<file path="config.mk">
export PLATFORM = sky130hd
export DESIGN_NAME = ipdbg_escape_stage
export DESIGN_NICKNAME = d
export VERILOG_FILES = /design/src/rtl/ipdbg_pkg.sv /design/src/rtl/ipdbg_up_escaper.sv /design/src/rtl/ipdbg_escape_stage.sv
export SDC_FILE = /design/constraint.sdc
export NUM_CORES = 1
export LEC_CHECK = 0
export CAP_MARGIN = 40
export CORE_AREA = 5 5 61 63
export DETAILED_ROUTE_END_ITERATION = 8
export DIE_AREA = 0 0 66 68
export PLACE_DENSITY = 0.84
export SYNTH_ARGS = -nofsm -noshare
export SYNTH_HDL_FRONTEND = slang
export SYNTH_SLANG_ARGS = --single-unit
</file>
<file path="constraint.sdc">
create_clock -name clk -period 2.2 [get_ports clk]
set_clock_uncertainty 0.1 [all_clocks]
set_input_delay 0.22 -clock clk [delete_from_list [all_inputs] [get_ports clk]]
set_output_delay 0.22 -clock clk [all_outputs]
set_load 0.02 [all_outputs]
</file>
<file path="src/rtl/ipdbg_pkg.sv">
`default_nettype none
// =============================================================================
// Module : ipdbg_pkg
// Brief  : Shared symbols, FSM state types and channel IDs for the IPDBG
//          escape stage.
// Rev    : 1.0  initial release
// =============================================================================
package ipdbg_pkg;

  localparam logic [7:0] c_esc_symbol = 8'h55;
  localparam logic [7:0] c_rst_symbol = 8'hEE;

  // Function channel IDs on the JTAG hub
  localparam logic [3:0] c_chan_la     = 4'hC;
  localparam logic [3:0] c_chan_ioview = 4'hA;
  localparam logic [3:0] c_chan_gdb    = 4'h9;
  localparam logic [3:0] c_chan_wfg    = 4'hB;

  typedef enum logic [0:0] {
    DN_NORMAL  = 1'b0,
    DN_ESCAPED = 1'b1
  } dn_state_t;

  typedef enum logic [1:0] {
    UP_IDLE = 2'd0,
    UP_ESC  = 2'd1,
    UP_DATA = 2'd2
  } up_state_t;

  function automatic logic is_ctrl_symbol(input logic [7:0] b,
                                          input logic [7:0] esc,
                                          input logic [7:0] rst);
    return (b == esc) || (b == rst);
  endfunction

endpackage
`default_nettype wire

</file>
<file path="src/rtl/ipdbg_up_escaper.sv">
`default_nettype none
// =============================================================================
// Module : ipdbg_up_escaper
// Brief  : Upstream escape inserter; prefixes colliding function bytes with
//          the escape symbol before they reach the hub.
// Rev    : 1.0  initial release
// =============================================================================
module ipdbg_up_escaper
  import ipdbg_pkg::*;
#(
  parameter logic [7:0] ESC_SYMBOL = c_esc_symbol,
  parameter logic [7:0] RST_SYMBOL = c_rst_symbol
) (
  input  logic       clk,
  input  logic       rst,
  input  logic       ce,
  input  logic       func_rst,
  input  logic       flush,
  input  logic [7:0] up_data_in,
  input  logic       up_valid_in,
  output logic       up_ready_out,
  output logic [7:0] up_data_out,
  output logic       up_valid_out,
  input  logic       up_ready_in
);

  up_state_t  r_state, w_state_nxt;
  logic [7:0] r_data, w_data_nxt;
  logic [7:0] r_hold, w_hold_nxt;
  logic       r_valid, w_valid_nxt;
  logic       w_accept;

  assign up_ready_out = (r_state != UP_ESC) && (!r_valid || up_ready_in) && !func_rst;
  assign w_accept     = up_valid_in && up_ready_out;
  assign up_data_out  = r_data;
  assign up_valid_out = r_valid;

  always_ff @(posedge clk or negedge rst) begin
    if (!rst) begin
      r_state <= UP_IDLE;
      r_data  <= 8'h00;
      r_hold  <= 8'h00;
      r_valid <= 1'b0;
    end else if (ce) begin
      r_state <= w_state_nxt;
      r_data  <= w_data_nxt;
      r_hold  <= w_hold_nxt;
      r_valid <= w_valid_nxt;
    end
  end

  always_comb begin
    w_state_nxt = r_state;
    w_data_nxt  = r_data;
    w_hold_nxt  = r_hold;
    w_valid_nxt = r_valid;
    if (flush) begin
      // Drops any half-sent escape pair together with the accepted byte
      w_state_nxt = UP_IDLE;
      w_data_nxt  = 8'h00;
      w_valid_nxt = 1'b0;
    end else begin
      case (r_state)
        UP_ESC: begin
          if (up_ready_in) begin
            w_data_nxt  = r_hold;
            w_state_nxt = UP_DATA;
          end
        end
        default: begin
          if (r_valid && up_ready_in) begin
            w_valid_nxt = 1'b0;
            w_state_nxt = UP_IDLE;
          end
          if (w_accept) begin
            w_valid_nxt = 1'b1;
            if (is_ctrl_symbol(up_data_in, ESC_SYMBOL, RST_SYMBOL)) begin
              w_data_nxt  = ESC_SYMBOL;
              w_hold_nxt  = up_data_in;
              w_state_nxt = UP_ESC;
            end else begin
              w_data_nxt  = up_data_in;
              w_state_nxt = UP_IDLE;
            end
          end
        end
      endcase
    end
  end

endmodule
`default_nettype wire

</file>
<file path="src/rtl/ipdbg_escape_stage.sv">
`default_nettype none
// =============================================================================
// Module : ipdbg_escape_stage
// Brief  : Per-function hub stage: unescapes downstream bytes, turns the reset
//          symbol into a func_rst pulse, escapes upstream bytes.
// Config : IPDBG_UP_ESCAPE_EN enables upstream escape insertion
// Rev    : 1.0  initial release
// =============================================================================
module ipdbg_escape_stage
  import ipdbg_pkg::*;
#(
  parameter logic [7:0]  ESC_SYMBOL      = c_esc_symbol,
  parameter logic [7:0]  RST_SYMBOL      = c_rst_symbol,
  parameter int unsigned RESET_PULSE_LEN = 4
) (
  input  logic       clk,
  input  logic       rst,
  input  logic       ce,
  input  logic [7:0] dn_data_in,
  input  logic       dn_valid_in,
  output logic       dn_ready_out,
  output logic [7:0] dn_data_out,
  output logic       dn_valid_out,
  input  logic       dn_ready_in,
  input  logic [7:0] up_data_in,
  input  logic       up_valid_in,
  output logic       up_ready_out,
  output logic [7:0] up_data_out,
  output logic       up_valid_out,
  input  logic       up_ready_in,
  output logic       func_rst
);

  dn_state_t  r_dn_state, w_dn_state_nxt;
  logic [7:0] r_dn_data, w_dn_data_nxt;
  logic       r_dn_valid, w_dn_valid_nxt;
  logic [7:0] r_rst_cnt, w_rst_cnt_nxt;
  logic       w_dn_accept;
  logic       w_rst_seen;
  logic       w_up_flush;

  assign func_rst     = (r_rst_cnt != 8'd0);
  assign dn_ready_out = (!r_dn_valid || dn_ready_in) && !func_rst;
  assign w_dn_accept  = dn_valid_in && dn_ready_out;
  assign dn_data_out  = r_dn_data;
  assign dn_valid_out = r_dn_valid;
  // A reset symbol beats an upstream byte accepted on the same edge
  assign w_up_flush   = func_rst || w_rst_seen;

  always_ff @(posedge clk or negedge rst) begin
    if (!rst) begin
      r_dn_state <= DN_NORMAL;
      r_dn_data  <= 8'h00;
      r_dn_valid <= 1'b0;
      r_rst_cnt  <= 8'd0;
    end else if (ce) begin
      r_dn_state <= w_dn_state_nxt;
      r_dn_data  <= w_dn_data_nxt;
      r_dn_valid <= w_dn_valid_nxt;
      r_rst_cnt  <= w_rst_cnt_nxt;
    end
  end

  always_comb begin
    w_dn_state_nxt = r_dn_state;
    w_dn_data_nxt  = r_dn_data;
    w_dn_valid_nxt = r_dn_valid;
    w_rst_cnt_nxt  = r_rst_cnt;
    w_rst_seen     = 1'b0;
    if (func_rst) begin
      w_rst_cnt_nxt  = r_rst_cnt - 8'd1;
      w_dn_state_nxt = DN_NORMAL;
      w_dn_data_nxt  = 8'h00;
      w_dn_valid_nxt = 1'b0;
    end else begin
      if (r_dn_valid && dn_ready_in) begin
        w_dn_valid_nxt = 1'b0;
      end
      if (w_dn_accept) begin
        if (r_dn_state == DN_ESCAPED) begin
          w_dn_data_nxt  = dn_data_in;
          w_dn_valid_nxt = 1'b1;
          w_dn_state_nxt = DN_NORMAL;
        end else if (dn_data_in == ESC_SYMBOL) begin
          w_dn_state_nxt = DN_ESCAPED;
        end else if (dn_data_in == RST_SYMBOL) begin
          w_rst_seen     = 1'b1;
          w_rst_cnt_nxt  = 8'(RESET_PULSE_LEN);
          w_dn_valid_nxt = 1'b0;
        end else begin
          w_dn_data_nxt  = dn_data_in;
          w_dn_valid_nxt = 1'b1;
        end
      end
    end
  end

`ifdef IPDBG_UP_ESCAPE_EN
  ipdbg_up_escaper #(
    .ESC_SYMBOL (ESC_SYMBOL),
    .RST_SYMBOL (RST_SYMBOL)
  ) u_up_escaper (
    .clk          (clk),
    .rst          (rst),
    .ce           (ce),
    .func_rst     (func_rst),
    .flush        (w_up_flush),
    .up_data_in   (up_data_in),
    .up_valid_in  (up_valid_in),
    .up_ready_out (up_ready_out),
    .up_data_out  (up_data_out),
    .up_valid_out (up_valid_out),
    .up_ready_in  (up_ready_in)
  );
`else
  logic [7:0] r_up_data;
  logic       r_up_valid;

  assign up_ready_out = (!r_up_valid || up_ready_in) && !func_rst;
  assign up_data_out  = r_up_data;
  assign up_valid_out = r_up_valid;

  always_ff @(posedge clk or negedge rst) begin
    if (!rst) begin
      r_up_data  <= 8'h00;
      r_up_valid <= 1'b0;
    end else if (ce) begin
      if (w_up_flush) begin
        r_up_data  <= 8'h00;
        r_up_valid <= 1'b0;
      end else if (up_valid_in && up_ready_out) begin
        r_up_data  <= up_data_in;
        r_up_valid <= 1'b1;
      end else if (up_ready_in) begin
        r_up_valid <= 1'b0;
      end
    end
  end
`endif

endmodule
`default_nettype wire

</file>
After elaboration in Yosys (flattened, before gate mapping)

Cells that the tools add are included.

Muxes and demuxes: 30
Equal/unequal tests: 6
Reduce and logical (&&, ||, !) cells: 21
$add $sub $neg: 1

Operators with widths:

| cell                                                                | count |
|---|---|
| 8-bit two-way mux                                                   | 12 |
| 1-bit two-way mux                                                   | 18 |
| 8-bit by 7-bit == test with 1-bit output (second input constant)    | 1 |
| 8-bit == test (second input constant)                               | 1 |
| 8-bit nonzero test                                                  | 1 |
| 8-bit by 1-bit subtractor with 8-bit output (second input constant) | 1 |
| 3-bit != test (second input constant)                               | 2 |
| 2-bit AND reduction                                                 | 3 |
| 2-bit nonzero test                                                  | 3 |
| 1-bit logical AND                                                   | 5 |
| 5-bit AND reduction                                                 | 1 |
| 2-bit != test (second input constant)                               | 2 |
| 4-bit AND reduction                                                 | 1 |
| 1-bit zero test                                                     | 3 |
| 1-bit logical OR                                                    | 3 |
| 3-bit nonzero test                                                  | 1 |

Register bits after elaboration: 27
Output and inout bits: 21
Word-level logic and storage cells: 64

Depth between registers and ports, before layout

Gate-level depths: netlist of run 1.

Word-level depth: 9
Gate-level depth with buffers: 6
Depth with buffers taken out: 6

Least setup slack after synthesis of run 1

No wires, ideal clock.

Path kind: reg2reg
From: register r_rst_cnt[0]
To: register r_rst_cnt[3]
Slack: 0.413 ns
Stages on the path, launching flop included: 7
Library setup time: 0.125 ns
Data arrival time: 1.562 ns
Data required time: 1.975 ns
Clock period less this slack: 1.787 ns
Cell sequence: dfrtp_1 > inv_1 > ha_1 > nand3_4 > o21bai_4 > nand4b_1 > mux2_2

Cells in the longest elaborated chain, start to end: 6
Elaborated cells on any way between the ends: 11
Classes of those cells: add/sub: 1; eq/ne: 2; mux: 1; reduce/logical: 7

RTL lines:

| what                          | RTL line                 | text |
|---|---|---|
| from (decl)                   | ipdbg_escape_stage.sv:37 | `logic [7:0] r_rst_cnt, w_rst_cnt_nxt;` |
| from (signal assigned)        | ipdbg_escape_stage.sv:60 | `r_rst_cnt <= w_rst_cnt_nxt;` |
| 8-bit nonzero test *          | ipdbg_escape_stage.sv:42 | `assign func_rst = (r_rst_cnt != 8'd0);` |
| net func_rst                  | ipdbg_escape_stage.sv:31 | `output logic func_rst` |
| 1-bit zero test               | ipdbg_escape_stage.sv:43 | `assign dn_ready_out = (!r_dn_valid \|\| dn_ready_in) && !func_rst;` |
| 1-bit logical AND             | ipdbg_escape_stage.sv:43 |  |
| 1-bit logical AND             | ipdbg_escape_stage.sv:44 | `assign w_dn_accept = dn_valid_in && dn_ready_out;` |
| 2-bit nonzero test (no line)  | -                        |  |
| 5-bit AND reduction (no line) | -                        |  |

The timed path passes the listed nets; every way through them passes the cells marked *.
A chain may end at the register's enable or synchronous reset.

Worst setup path in the final report of run 1

From: register r_rst_cnt[0]
To: output port up_ready_out

Cells in the longest elaborated chain, start to end: 3

RTL lines:

| what               | RTL line                  | text |
|---|---|---|
| 8-bit nonzero test | ipdbg_escape_stage.sv:42  |  |
| 1-bit zero test    | ipdbg_escape_stage.sv:119 | `assign up_ready_out = (!r_up_valid \|\| up_ready_in) && !func_rst;` |
| 1-bit logical AND  | ipdbg_escape_stage.sv:119 |  |
| to (decl)          | ipdbg_escape_stage.sv:27  | `output logic up_ready_out,` |

No other way between the ends.

==> summary.md, run 1 <==
| Metric | Value |
|---|---|
| Critical Path AT | 1.69 ns |
| Finished Layout Cells | 219 |
| Final setup fails | 0 |
| Post-route minimum period | approximately 2 ns |
| Status | finished, final reports clean |
| Starting Density | 43.68% |
| Routed Antenna Nets | 0 |
| CP max stage delay | 0.45 ns |
| Layout cell share with drive strength beyond 1 | 16.76% |
| Drt initial violations | 46 |
| Die Wd | 66 microns |
| Clock transition at the registers of the reported paths | 0.16 ns |
| Drt wl/cell | 15.32 microns |
| First-pass GRT wire length | 5.699 mm |
| Critical R2R Capture | r_rst_cnt[7] |
| CTS Root Cell | clkbuf_4 |
| Syn avg cell area | roughly 12 sq um |
| Final Hold Vio Count | 0 |
| Vias in the first global route | 1277 |
| Total CTS buffers | 3 |
| Part of the cycle the worst path needs | 91.26% |
| Critical-path cell list | inv_1 -> ha_1 -> nand3_4 -> a21oi_1 -> dlygate4sd2_1 |
| Max Freq | 498.1 MHz |
| Clock buffer depth | 2 |
| TNS Setup | 0 ns |
| Initial antenna violation count | 0 |
| Predominant post-synthesis flop cell | dfrtp_1 |
| HP Class | in -> async |
| Post-CTS Setup Bufs | 0 |
| CTS tree | built |
| Rows | 21 |
| Die ar. | 4488 sq um |
| Pins Over Slew Limit | 0 |
| Slew headroom | a little over 70% |
| Distinct cells, synth | 37 |
| CP Launch Type | register |
| Total grt overflow | 0 |
| Largest fanout on the critical path | 7 |
| Max cap viols | 0 |
| Cells after synthesis | 120 |
| VDD IR max | ~0.00037 V |
| Number of synthesis warnings | 0 |
| Post-synth top area share | 48.65% |
| Buffers on Ports | 43 |
| Least-Margin Pin Slew | ~0.41 ns |
| CP max stage cell | dfrtp_1 |
| Vias | 1168 |
| Die Ht | slightly below 70 microns |
| Clock Latency Late Sink | 0.34 ns |
| Largest net degree at the start of global routing | 28 |
| DRT Pass-1 Iters | 4 |
| Placed insts | 215 |
| Post-synth EDFFs | 0 |
| RSZ-0062 raised after global routing | false |
| Total GRT Usage | 16.37% |
| Ys async rst share | 100.0% |
| Seq cells post-synth | 27 |
| Synthesized area | 1389 sq um |
| PD cells | 726.0 nW/um^2 |
| Sequential cell area fraction in the yosys report | 48.65% |
| Nets@finish | 198 |
| GPL Wtd Cong | 0.8101 |
| Post-synth top area cell | dfrtp_1 |
| WS Path Type | reg -> out |
| Synth top area cells | dfrtp_1, o2bb2ai_1, a22o_1 |
| I/O pin total | 44 |
| FF-to-FF Start | r_rst_cnt[7] |
| Synth Net Count | 144 |
| Area Growth Syn to Fin | 40.90% |
| Register-to-Register Path Depth | 6 |
| DP HPWL | approximately 2.7 mm |
| Worst path required time | 1.88 ns |
| Placeable Area | 3179 sq um |
| Crit end category | output pin |
| P_leak | 0.8140 nW |
| Via/cell ratio | 5.333 |
| H-tree Lvls | 1 |
| Clock Sinks | 27 |
| Total Routed Length | around 3.4 mm |
| ANT cells | 0 |
| FF-to-FF setup slack | around 0.38 ns |
| Residual DRC | 0 |
==> cell usage after synthesis (all sizes together), types with 2 or more instances <==
cell type	n
nand3b	2
nor3	5
nor2	9
a21o	2
nand3	4
nand4	2
o21ai	8
dfrtp	27
inv	4
mux2	3
nand2	18
o2bb2ai	10
and2	2
a22o	9
==> per-layer routing <==
layer | vias to the layer above | track usage (%) | routed length, microns
met5 | - | 0 | 0
met4 | 0 | 6.091 | 44
met3 | 4 | 2.463 | 177
met2 | 44 | 28.79 | 1620
met1 | 566 | 20.44 | 1514
li1 | 554 | - | -
==> report_power, final <==
| part | total (mW) | internal (mW) | switching [mW] |
|---|---|---|---|
| clock network | 0.234 | 0.0743 | 0.159 |
| logic | 0.509 | 0.252 | 0.257 |
| registers | 0.678 | 0.578 | 0.100 |
==> sequential cells by signal (all words and copies together), names as in the netlist <==
register / flops
dn_valid_out: 1
up_data_out: 8
r_rst_cnt: 8
r_dn_state: 1
up_valid_out: 1
dn_data_out: 8
==> how the worst max path moves through the flow <==
stage	startpoint	to	slack, ns	cells after the start
after floorplan	r_rst_cnt[0]	r_rst_cnt[3]	0.41	6
after global placement	dn_data_in[3]	dn_valid_out	0.20	6
after detailed placement	dn_data_in[3]	dn_valid_out	0.09	6
after CTS	r_rst_cnt[0]	func_rst	0.06	4
after global routing	r_rst_cnt[0]	up_ready_out	0.08	5
final	r_rst_cnt[0]	up_ready_out	0.19	5
==> critical path, delay by kind of cell (launching register included) <==
kind / cells / cell delay [ns]
compound gates: 1 / 0.13
fa+ha+maj: 1 / 0.20
buf+inv: 2 / 0.43
flops: 1 / 0.45
simple gates: 1 / 0.13
==> logic make-up (layout without fill, tap and decap cells) <==
group | Yosys count | after routing | synth area share, %
mux | 3 | 3 | 2.432
compound gates | 34 | 34 | 20.27
buf+inv | 5 | 58 | 1.351
simple gates | 50 | 50 | 26.40
fa+ha+maj | 1 | 1 | 0.9008
flops | 27 | 27 | 48.65
==> stage by stage <==
| step | setup WS, ns | util, % | instance area (sq um) | power, mW | hold slack (ns) |
|---|---|---|---|---|---|
| 2_1_floorplan | 0.4129 | - | 1389 | 0.9902 | -0.1756 |
| 3_3_place_gp | 0.1965 | 60.57 | 1926 | 1.178 | 0.3877 |
| 3_5_place_dp | 0.09489 | 60.57 | 1926 | 1.204 | 0.3945 |
| 4_1_cts | 0.06327 | 61.47 | 1954 | 1.434 | 0.1497 |
| 5_1_grt | 0.07814 | 61.55 | 1957 | 1.518 | 0.1608 |
| 6_report | 0.1923 | 61.55 | 1957 | 1.421 | 0.1291 |
==> repair_timing <==
item / in CTS / in global routing
resized for setup: 2 / 1
hold buffers: 0 / 0
cloned: 0 / 0
hold endpoints to repair: 0 / 0
endpoints found under the setup margin: 2 / 1
==> area by class of cell <==
class                           instances  area (sq um)
Clock buffer                            3         22.52
Clock inverter                          1         8.758
Fill cell                             246          1222
Inverter                                4         15.01
Multi-Input combinational cell         88         694.4
Sequential cell                        27         675.6
Tap cell                               46         57.56
Timing Repair Buffer                   50         483.0
==> layout by cell type, fill, tap and decap left out, types with 2 or more instances in the layout <==
| cell type | count |
|---|---|
| nor2_1 | 8 |
| dfrtp_1 | 27 |
| o2bb2ai_1 | 10 |
| clkbuf_4 | 3 |
| a21o_1 | 2 |
| nor3_4 | 3 |
| buf_4 | 7 |
| and2_1 | 2 |
| inv_1 | 4 |
| nand2_1 | 18 |
| dlygate4sd2_1 | 2 |
| mux2_2 | 3 |
| nand3_1 | 3 |
| a22o_1 | 9 |
| o21ai_0 | 6 |
| clkdlybuf4s50_1 | 40 |
No activity file was read; power rests on OpenSTA's default activity.
==> run 2, diff against run 1 <==
--- a/config.mk
+++ b/config.mk
@@ -7,6 +7,7 @@
 export LEC_CHECK = 0
 export CAP_MARGIN = 40
 export CORE_AREA = 5 5 61 63
+export CTS_CLUSTER_DIAMETER = 120
 export DETAILED_ROUTE_END_ITERATION = 8
 export DIE_AREA = 0 0 66 68
 export PLACE_DENSITY = 0.84
==> results of run 2 <==
The final DEF is identical to that of run 1; final timing and power are the same.
==> run 3, diff against run 2 <==
--- a/config.mk
+++ b/config.mk
@@ -6,10 +6,11 @@
 export NUM_CORES = 1
 export LEC_CHECK = 0
 export CAP_MARGIN = 40
-export CORE_AREA = 5 5 61 63
+export CORE_AREA = 2 2 58 60
 export CTS_CLUSTER_DIAMETER = 120
 export DETAILED_ROUTE_END_ITERATION = 8
-export DIE_AREA = 0 0 66 68
+export DIE_AREA = 0 0 60 62
+export HOLD_SLACK_MARGIN = 0.02
 export PLACE_DENSITY = 0.84
 export SYNTH_ARGS = -nofsm -noshare
 export SYNTH_HDL_FRONTEND = slang
==> run 3 against run 2 <==
Against the previous run: global-route usage increased by 2.2 points; worst setup slack gained 0.0052 ns; maximum frequency grew 0.26%; sequential power about the same; hold slack better by 0.0024 ns; register-to-register slack got worse by 0.02 ns; critical endpoint is now dn_ready_out; routed wire length decreased by 7.4%; combinational power rose by 0.8%; flip-flop and latch count unchanged; largest cell class unchanged; clock power about the same; cell count is the same.
==> summary.md, run 3 (synthesis gave the netlist of run 1 again) <==
| Metric | Value |
|---|---|
| Vias in the first global route | 1089 |
| Hold Slack | 0.1316 ns |
| CTS tree | built |
| Pins Over Slew Limit | 0 |
| Status | finished, final reports clean |
| Critical Path AT | roughly 1.7 ns |
| Buffers on Ports | 43 |
| CP max stage delay | ~0.46 ns |
| Die Wd | 60 microns |
| Die Ht | 62 microns |
| Worst path required time | 1.88 ns |
| Starting Density | 43.68% |
| ANT cells | 0 |
| Initial antenna violation count | 0 |
| Sw Share | 36.63% |
| Clock transition at the registers of the reported paths | between 0.15 and 0.2 ns |
| Area Growth Syn to Fin | 40.90% |
| RSZ-0062 raised after global routing | false |
| Placed insts | ~220 |
| Largest net degree at the start of global routing | 28 |
| Part of the cycle the worst path needs | 91.02% |
| Nets@finish | 198 |
| P_leak | ~0.81 nW |
| PD cells | 728.9 nW/um^2 |
| DP HPWL | 2.409 mm |
| Pre-CTS setup slack | 0.1636 ns |
| Crit. Startpoint | r_rst_cnt[7] |
| Total GRT Usage | 18.54% |
| CP Launch Type | register |
| Critical-path cell list | nor3_4 -> nand3_4 -> nor2b_1 -> dlygate4sd2_1 |
| Clock Latency Late Sink | between 0.3 and 0.4 ns |
| First-pass GRT wire length | 5.099 mm |
| Max cap viols | 0 |
| HP Class | in -> async |
| Critical Path Sink | dn_ready_out |
| Drt initial violations | 31 |
| Final WS setup | 0.1975 ns |
| Clock buffer depth | 2 |
| Residual DRC | 0 |
| DRT Pass-1 Iters | 4 |
| Final setup fails | 0 |
| Finished Layout Cells | 219 |
| Vias | 1135 |
| Routed Antenna Nets | 0 |
| Sequential Power Share | a little under half |
| Final Hold Vio Count | 0 |
| VDD IR max | 0.0004807 V |
| Clock Sinks | 27 |
| CP max stage cell | dfrtp_1 |
| Commonest non-fill, non-tap cell in the layout | clkdlybuf4s50_1 |
| Via/cell ratio | 5.183 |
| Total CTS buffers | 3 |
| I/O pin total | 44 |
| FF-to-FF setup slack | 0.36 ns |
| Commonest non-fill, non-tap cells in the layout | clkdlybuf4s50_1, dfrtp_1, nand2_1 |
| H-tree Lvls | 1 |
| Least-Margin Pin Slew | 0.3602 ns |
| Total grt overflow | 0 |
| Sw power | between 0.5 and 0.6 mW |
| Post-Route Utilization | between 60 and 70% |
| Post-route minimum period | roughly 2.0 ns |
| Crit end category | output pin |
| FF-to-FF Start | r_rst_cnt[7] |
| Slew headroom | roughly three quarters |
| TNS Setup | 0 ns |
| CP top delay family | simple AND/OR/NAND/NOR gates |
| Crit path depth | 4 |
| WS Path Type | reg -> out |
| Layout cell share with drive strength beyond 1 | between 15 and 20% |
| Max Freq | ~500 MHz |
| Critical R2R Capture | r_rst_cnt[5] |
| Post-CTS Setup Bufs | 0 |
| Drt wl/cell | around 14 microns |
| Total Routed Length | a little over 3 mm |
| GPL Wtd Cong | between 0.8 and 0.9 |
| Clock Power Share | 16.4% |
| Register-to-Register Path Depth | 6 |
| Rows | 21 |
| Die ar. | 3720 sq um |
| Comb pwr share | 35.9% |
| Largest fanout on the critical path | 7 |
| CTS Root Cell | clkbuf_4 |
| Placeable Area | between 3000 and 4000 sq um |
| Cts hold-fix bufs | 0 |
| P_int | roughly 0.90 mW |
| WP buf/inv | 1 |
[run 3: worst min-delay path by stage]
stage                     endpoint      startpoint  slack, ns
finish              up_data_out[0]             rst       0.13
floorplan           dn_data_out[0]             rst      -0.18
global route        up_data_out[0]             rst       0.15
CTS                 up_data_out[0]             rst       0.13
detailed placement  up_data_out[3]  up_data_out[3]       0.39
global placement    up_data_out[4]  up_data_out[4]       0.39
[run 3: layer usage]
metal	GRT usage [%]	wire length (microns)	vias to the layer above
met4	7.302	30	0
met1	24.44	1350	542
li1	-	-	553
met5	0	0	-
met2	30.43	1550	37
met3	3.520	175	3
[run 3: timing repair]
action,in CTS,in global routing
gates cloned,0,0
endpoints found under the setup margin,2,1
gates resized for setup,2,1
[run 3: per-stage QoR]
step,total power [mW],instance area (sq um)
global placement,1.177,1926
global route,1.530,1957
CTS,1.446,1954
floorplan,0.9902,1389
finish,1.426,1957
detailed placement,1.209,1926
[run 3: final cells by class]
| class | count | area [sq um] |
|---|---|---|
| Multi-Input combinational cell | 88 | 694.4 |
| Inverter | 4 | 15.01 |
| Sequential cell | 27 | 675.6 |
| Tap cell | 46 | 57.56 |
| Timing Repair Buffer | 50 | 483.0 |
| Clock buffer | 3 | 22.52 |
| Clock inverter | 1 | 8.758 |
| Fill cell | 254 | 1222 |
[run 3: power by group through the flow]
stage	sequential (mW)	clock [mW]	combinational (mW)
floorplan	0.686	0	0.305
global placement	0.679	0	0.499
detailed placement	0.687	0	0.522
CTS	0.678	0.247	0.520
global route	0.697	0.262	0.571
finish	0.680	0.234	0.513
